$ cat src/rtl/lap_referee.sv
// Race-progress referee: checkpoint/lap tracking for two cars, race timer,
// finishing places, grace window and the sticky end-of-race flag.
module lap_referee #(
   parameter int unsigned NUM_LAPS    = 3,
   parameter int unsigned NUM_CP      = 4,
   parameter logic [39:0] CP_X        = {10'd15, 10'd160, 10'd300, 10'd160},
   parameter logic [39:0] CP_Y        = {10'd125, 10'd220, 10'd125, 10'd20},
   parameter logic [9:0]  CP_HALF     = 10'd12,
   parameter int unsigned TICK_DIV    = 1_000_000,
   parameter int unsigned GRACE_TICKS = 1000
) (
   input  logic        clk,
   input  logic        rst,
   input  logic [2:0]  state,
   input  logic [9:0]  p1_x,
   input  logic [9:0]  p1_y,
   input  logic [9:0]  p2_x,
   input  logic [9:0]  p2_y,
   output logic [2:0]  p1_lap,
   output logic [2:0]  p2_lap,
   output logic [1:0]  p1_next_cp,
   output logic [1:0]  p2_next_cp,
   output logic [1:0]  p1_flag_order,
   output logic [1:0]  p2_flag_order,
   output logic [15:0] p1_time,
   output logic [15:0] p2_time,
   output logic [15:0] race_time,
   output logic [1:0]  winner,
   output logic        is_game_end
);

   localparam int PW = (TICK_DIV > 1) ? $clog2(TICK_DIV) : 1;
   localparam int GW = $clog2(GRACE_TICKS + 1);
   localparam logic [2:0]    ST_IDLE    = 3'd0;
   localparam logic [2:0]    ST_RACING  = 3'd4;
   localparam logic [PW-1:0] PRESC_MAX  = PW'(TICK_DIV - 1);
   localparam logic [PW-1:0] PRESC_ONE  = PW'(1);
   localparam logic [GW-1:0] GRACE_END  = GW'(GRACE_TICKS);
   localparam logic [GW-1:0] GRACE_ONE  = GW'(1);
   localparam logic [2:0]    LAPS_DONE  = 3'(NUM_LAPS);
   localparam logic [1:0]    LAST_CP    = 2'(NUM_CP - 1);

   // Unsigned distance without wrap: subtract the smaller from the larger.
   function automatic logic [9:0] abs_diff(input logic [9:0] a, input logic [9:0] b);
      if (a >= b) abs_diff = a - b;
      else        abs_diff = b - a;
   endfunction

   function automatic logic in_box(input logic [9:0] x, input logic [9:0] y, input logic [1:0] cp);
      logic [9:0] cx;
      logic [9:0] cy;
      case (cp)
         2'd0:    begin cx = CP_X[9:0];   cy = CP_Y[9:0];   end
         2'd1:    begin cx = CP_X[19:10]; cy = CP_Y[19:10]; end
         2'd2:    begin cx = CP_X[29:20]; cy = CP_Y[29:20]; end
         default: begin cx = CP_X[39:30]; cy = CP_Y[39:30]; end
      endcase
      in_box = (abs_diff(x, cx) <= CP_HALF) && (abs_diff(y, cy) <= CP_HALF);
   endfunction

   // Returns {lap, next_cp} after a hit on the current target.
   function automatic logic [4:0] step_cp(input logic [2:0] lap, input logic [1:0] nxt);
      if (nxt == 2'd0)          step_cp = {lap + 3'd1, 2'd1};
      else if (nxt == LAST_CP)  step_cp = {lap, 2'd0};
      else                      step_cp = {lap, nxt + 2'd1};
   endfunction

   logic [PW-1:0] presc_r, presc_s;
   logic [GW-1:0] grace_r, grace_s;
   logic [15:0]   race_time_r, race_time_s;
   logic [2:0]    lap1_r, lap1_s, lap2_r, lap2_s;
   logic [1:0]    next1_r, next1_s, next2_r, next2_s;
   logic [1:0]    place1_r, place1_s, place2_r, place2_s;
   logic [15:0]   time1_r, time1_s, time2_r, time2_s;
   logic [1:0]    winner_r, winner_s;
   logic          end_r, end_s;

   logic run_s, tick_s, fin1_s, fin2_s, hit1_s, hit2_s, done1_s, done2_s;

   assign run_s   = (state == ST_RACING) && !end_r;
   assign tick_s  = run_s && (presc_r == PRESC_MAX);
   assign fin1_s  = (place1_r != 2'd0);
   assign fin2_s  = (place2_r != 2'd0);
   assign hit1_s  = run_s && !fin1_s && in_box(p1_x, p1_y, next1_r);
   assign hit2_s  = run_s && !fin2_s && in_box(p2_x, p2_y, next2_r);
   assign done1_s = hit1_s && (next1_r == 2'd0) && ((lap1_r + 3'd1) == LAPS_DONE);
   assign done2_s = hit2_s && (next2_r == 2'd0) && ((lap2_r + 3'd1) == LAPS_DONE);

   // Next-state computation: IDLE clears, RACING advances, all else holds.
   always_comb begin
      presc_s     = presc_r;
      grace_s     = grace_r;
      race_time_s = race_time_r;
      lap1_s      = lap1_r;
      lap2_s      = lap2_r;
      next1_s     = next1_r;
      next2_s     = next2_r;
      place1_s    = place1_r;
      place2_s    = place2_r;
      time1_s     = time1_r;
      time2_s     = time2_r;
      winner_s    = winner_r;
      end_s       = end_r;
      if (state == ST_IDLE) begin
         presc_s     = {PW{1'b0}};
         grace_s     = {GW{1'b0}};
         race_time_s = 16'd0;
         lap1_s      = 3'd0;
         lap2_s      = 3'd0;
         next1_s     = 2'd1;
         next2_s     = 2'd1;
         place1_s    = 2'd0;
         place2_s    = 2'd0;
         time1_s     = 16'd0;
         time2_s     = 16'd0;
         winner_s    = 2'd0;
         end_s       = 1'b0;
      end else if (run_s) begin
         if (tick_s) begin
            presc_s = {PW{1'b0}};
            if (race_time_r != 16'hFFFF) race_time_s = race_time_r + 16'd1;
            else                         race_time_s = race_time_r;
         end else begin
            presc_s = presc_r + PRESC_ONE;
         end
         if (hit1_s) {lap1_s, next1_s} = step_cp(lap1_r, next1_r);
         else        lap1_s = lap1_r;
         if (hit2_s) {lap2_s, next2_s} = step_cp(lap2_r, next2_r);
         else        lap2_s = lap2_r;
         // Finish times capture the pre-increment race_time of this cycle.
         if (done1_s && done2_s) begin
            place1_s = 2'd1;
            place2_s = 2'd1;
            time1_s  = race_time_r;
            time2_s  = race_time_r;
            winner_s = 2'd3;
            end_s    = 1'b1;
         end else if (done1_s) begin
            time1_s = race_time_r;
            if (fin2_s) begin
               place1_s = 2'd2;
               end_s    = 1'b1;
            end else begin
               place1_s = 2'd1;
               winner_s = 2'd1;
            end
         end else if (done2_s) begin
            time2_s = race_time_r;
            if (fin1_s) begin
               place2_s = 2'd2;
               end_s    = 1'b1;
            end else begin
               place2_s = 2'd1;
               winner_s = 2'd2;
            end
         end else if (tick_s && (fin1_s != fin2_s)) begin
            grace_s = grace_r + GRACE_ONE;
            if ((grace_r + GRACE_ONE) == GRACE_END) begin
               end_s = 1'b1;
               if (!fin1_s) begin
                  place1_s = 2'd2;
                  time1_s  = 16'hFFFF;
               end else begin
                  place2_s = 2'd2;
                  time2_s  = 16'hFFFF;
               end
            end else begin
               end_s = end_r;
            end
         end else begin
            grace_s = grace_r;
         end
      end else begin
         presc_s = presc_r;
      end
   end

   // State registers with asynchronous active-low reset.
   always_ff @(posedge clk or negedge rst) begin
      if (!rst) begin
         presc_r     <= {PW{1'b0}};
         grace_r     <= {GW{1'b0}};
         race_time_r <= 16'd0;
         lap1_r      <= 3'd0;
         lap2_r      <= 3'd0;
         next1_r     <= 2'd1;
         next2_r     <= 2'd1;
         place1_r    <= 2'd0;
         place2_r    <= 2'd0;
         time1_r     <= 16'd0;
         time2_r     <= 16'd0;
         winner_r    <= 2'd0;
         end_r       <= 1'b0;
      end else begin
         presc_r     <= presc_s;
         grace_r     <= grace_s;
         race_time_r <= race_time_s;
         lap1_r      <= lap1_s;
         lap2_r      <= lap2_s;
         next1_r     <= next1_s;
         next2_r     <= next2_s;
         place1_r    <= place1_s;
         place2_r    <= place2_s;
         time1_r     <= time1_s;
         time2_r     <= time2_s;
         winner_r    <= winner_s;
         end_r       <= end_s;
      end
   end

   assign p1_lap        = lap1_r;
   assign p2_lap        = lap2_r;
   assign p1_next_cp    = next1_r;
   assign p2_next_cp    = next2_r;
   assign p1_flag_order = place1_r;
   assign p2_flag_order = place2_r;
   assign p1_time       = time1_r;
   assign p2_time       = time2_r;
   assign race_time     = race_time_r;
   assign winner        = winner_r;
   assign is_game_end   = end_r;

endmodule

$ cat config.mk
export PLATFORM = sky130hd
export DESIGN_NAME = lap_referee
export DESIGN_NICKNAME = d
export VERILOG_FILES = /design/src/rtl/lap_referee.sv
export SDC_FILE = /design/constraint.sdc
export NUM_CORES = 1
export LEC_CHECK = 0
export ABC_CLOCK_PERIOD_IN_PS = 3400
export CAP_MARGIN = 20
export CORE_ASPECT_RATIO = 0.9
export CORE_MARGIN = 4
export CORE_UTILIZATION = 51
export DETAILED_ROUTE_END_ITERATION = 16
export PLACE_DENSITY = 0.78
export REMOVE_ABC_BUFFERS = 1
export SLEW_MARGIN = 20
export SYNTH_ARGS = -nofsm -noshare
export SYNTH_HDL_FRONTEND = slang
export SYNTH_SLANG_ARGS = --single-unit
$ cat constraint.sdc
create_clock -name clk -period 3.4 [get_ports clk]
set_input_delay 0.68 -clock clk [delete_from_list [all_inputs] [get_ports clk]]
set_output_delay 0.68 -clock clk [all_outputs]
set_load 0.05 [all_outputs]
==> run_results.csv <==
group,metric,value,unit
die,core,14800,um2
layout,final_common_cell,"buf_4",
timing,finalCriticalPeriod,3.74,ns
layout,layout_common_cells,"buf_4, clkdlybuf4s50_1, dfrtp_1",
synthesis,synth_ff_type,"dfrtp_1",
global_route,grt-ovfl-total,0,
die,initial_core_util,52.1,%
synthesis,synthMuxAreaShare,3.91,%
power,swShare,31.0,%
power,power_density,245,nW/um2
timing,slew_violations,0,
placed_design,portBuffers,109,
worst_setup_path,r2r-start,"p2_next_cp[0]$_DFFE_PN1P_",
synthesis,synthXorXnorAreaFrac,3.42,%
synthesis,synth_top_family_by_area,"simple AND/OR/NAND/NOR gates",
synthesis,yosysWarnings,0,
worst_setup_path,worstPathArrival,3.99,ns
layout,area_growth_syn_to_layout,53.3,%
detailed_routing,dr_total_vias,8700,
power,ir_drop,0.000390,V
placed_design,dp_cells,1363,
synthesis,synthAdderAreaFrac,9.28,%
power,pwr-share-comb,24.1,%
detailed_routing,drt-initial-drc-count,850,
worst_setup_path,cp_max_fo,4,
placed_design,gp_congestion,0.927,
worst_setup_path,path_delay_family,"simple AND/OR/NAND/NOR gates",
synthesis,async_flop_share,100,%
worst_setup_path,cp_num_buf_inv,6,
layout,layout.cells.non_filler,1416,
synthesis,ys_types,85,
global_route,grt_util_all_layers,27.7,%
worst_setup_path,crit_start,"p2_next_cp[0]$_DFFE_PN1P_",
worst_setup_path,rr_worst_depth,17,
clock_tree,clk_path_buf_depth,2,
timing,tightest_slew,0.816,ns
worst_setup_path,crit_top_cell,"buf_6",
die,die_h,124,um
detailed_routing,routed_wl,27.5,mm
synthesis,synth_area_leaders,"dfrtp_1, ha_1, nor2_1, o21ai_0, nand2_1",
synthesis,synth-compound-area-share,18.9,%
power,power.leakage,0.00531,uW
run_status,violations,"setup timing",
detailed_routing,drc,0,
synthesis,synth_area,7690,um2
clock_tree,clk_latency,0.35,ns
worst_setup_path,crit_type,"register to register",
placed_design,place_hpwl,16.0,mm
global_route,grt_antenna_before_repair,0,
layout,n_antenna_cell,0,
synthesis,synth-seq-cells,95,
placed_design,placed_area,10200,um2
detailed_routing,drt-vias-per-instance,6.14,
synthesis,yosysTopAreaCellShare,30.3,%
synthesis,ys_seq_area_share,31.0,%
clock_tree,htreeDepth,3,
global_route,grt_pass1_vias,8147,
die,dieWidth,137,um
synthesis,yosys.area_share.simple,28.4,%
timing,relSlewSlack,45.6,%
flow_run,drv_cap,0,
die,die-area,17100,um2
power,p_int,1990,uW
run_status,status,"finished with violations",
clock_tree,ctsHoldBuffers,0,
detailed_routing,dr.pass1.iters,6,
global_route,grt_max_degree,62,
worst_setup_path,cpPeakStageDelay,0.57,ns
detailed_routing,ant_nets,0,
layout,nets,1315,
clock_tree,root_buffer,"clkbuf_16",
clock_tree,numCtsBuffers,9,
hold_path,hold_path.class,"primary input to asynchronous set/reset pin",
timing,skew,0.0153,ns
worst_setup_path,endpoint_kind,"register",
power,p_clk_share,33.4,%
layout,fin_area,11800,um2
layout,drive_gt1_share,31.7,%
power,seqPwrFrac,42.5,%
die,num_io_pins,110,
synthesis,synth_edf_count,0,
synthesis,avgSynthCellArea,8.44,um2
die,num_rows,42,
timing,worst_slack,-0.343,ns
synthesis,synthCells,911,
timing,period_share,110,%
worst_setup_path,worstPathRequired,3.65,ns
clock_tree,numClockSinks,95,
timing,finalHoldViolations,0,
worst_setup_path,worstPathCellList,"inv_4 -> ha_4 -> inv_4 -> buf_6 -> ha_4 -> buf_6 -> nand4_1 -> nor2_1 -> nor4bb_4 -> or4_1 -> a221oi_2 -> nand4_1 -> nor4_4 -> buf_6 -> clkbuf_16 -> nand3b_1 -> mux2i_1",
worst_setup_path,cp_num_cells,17,
clock_tree,path_clk_slew,0.08,ns
timing,fmax,0.267,GHz
worst_setup_path,start_kind,"register",
timing,rsz0062_at_grt,"yes",
placed_design,dp_slack,-0.787,ns
worst_setup_path,critPathSlowestCell,"dfstp_2",
timing,finalSetupViolations,54,
detailed_routing,wl_per_cell,19.4,um
synthesis,synth_top_cell_by_area,"dfrtp_1",
global_route,grt_first_pass_wirelength,39.6,mm
power,p_switching,896,uW
clock_tree,tritoncts,"built",
per-stage QoR:
step / hold slack [ns] / power [uW] / setup TNS [ns] / util [%]
floorplan: 0.384 / 1530 / -116.94 / -
global placement: 0.472 / 1830 / -32.38 / 69.4
finish: 0.402 / 2890 / -12.64 / 79.8
global route: 0.463 / 2990 / -17.90 / 79.8
detailed placement: 0.482 / 1840 / -36.10 / 69.4
CTS: 0.444 / 2820 / -6.43 / 75.2
flip-flops by register name, indices dropped and copies added, names as in the netlist:
signal         count
winner             2
presc_r           20
p1_flag_order      2
p2_next_cp         2
grace_r           10
is_game_end        1
p2_time           16
p1_next_cp         2
p1_lap             3
race_time         16
p2_flag_order      2
p2_lap             3
p1_time           16
metal layers:
layer | GRT usage [%] | wire length (um) | vias up
met4 | 8.33 | 865 | 0
met2 | 43.8 | 13400 | 473
met5 | 0 | 0 | -
li1 | - | - | 3921
met3 | 3.47 | 2040 | 101
met1 | 39.4 | 11300 | 4205
cell type report:
| class | instances | area, um2 |
|---|---|---|
| multi-input combinational | 724 | 5700 |
| fill | 865 | 2980 |
| timing repair buffer | 327 | 2980 |
| sequential | 95 | 2380 |
| tap | 198 | 248 |
| clock buffer | 10 | 229 |
| inverter | 56 | 218 |
| clock inverter | 6 | 45.0 |
path summary, 6_finish.rpt:
kind | endpoint | slack (ns)
worst min-delay path | p1_time[8]$_DFFE_PN0P_ | 0.40
max in group asynchronous | p1_next_cp[0]$_DFFE_PN1P_ | 2.26
worst min register to register | presc_r[17]$_DFFE_PN0P_ | 0.49
worst max register to register | grace_r[4]$_DFFE_PN0P_ | -0.34
worst max-delay path | grace_r[4]$_DFFE_PN0P_ | -0.34
min in group clk | presc_r[17]$_DFFE_PN0P_ | 0.49
synthesized netlist by cell type (7+ instances only):
cell type,count
o21ai_0,58
nand3b_1,8
nor2b_1,32
a31oi_1,12
nand2_1,73
dfrtp_1,93
clkbuf_1,23
xnor2_1,17
nor4_1,10
and2_1,7
nand2b_1,17
ha_1,57
mux2i_1,21
or3_1,8
mux2_2,8
nand3_1,20
a211oi_1,25
nor2_1,90
nand4_1,17
inv_1,56
a21oi_1,36
and3_1,17
nor3_1,45
and4_1,9
xor2_1,13
kinds of logic after synthesis:
group,after synthesis
AND/OR/NAND/NOR,397
AO/OA/AOI/OAI,211
multiplexers,29
buffers and inverters,92
adder cells (fa/ha/maj),57
XOR/XNOR,30
flip-flops,95
power groups by stage:
| stage | Sequential [uW] | Clock [uW] | Combinational (uW) |
|---|---|---|---|
| 6_report | 1230 | 966 | 696 |
| 3_3_place_gp | 1230 | 0 | 599 |
| 2_1_floorplan | 1280 | 0 | 248 |
| 4_1_cts | 1220 | 951 | 647 |
| 3_5_place_dp | 1230 | 0 | 611 |
| 5_1_grt | 1230 | 1010 | 751 |
what timing repair did:
item / 4_1_cts / 5_1_grt
hold endpoints to repair: 0 / 0
resized for setup: 95 / 102
pin swaps: 26 / 51
setup endpoints to repair: 58 / 58
buffers inserted: 15 / 18
gates cloned: 3 / 4
Note: power is estimated with default switching activity, not from simulation.
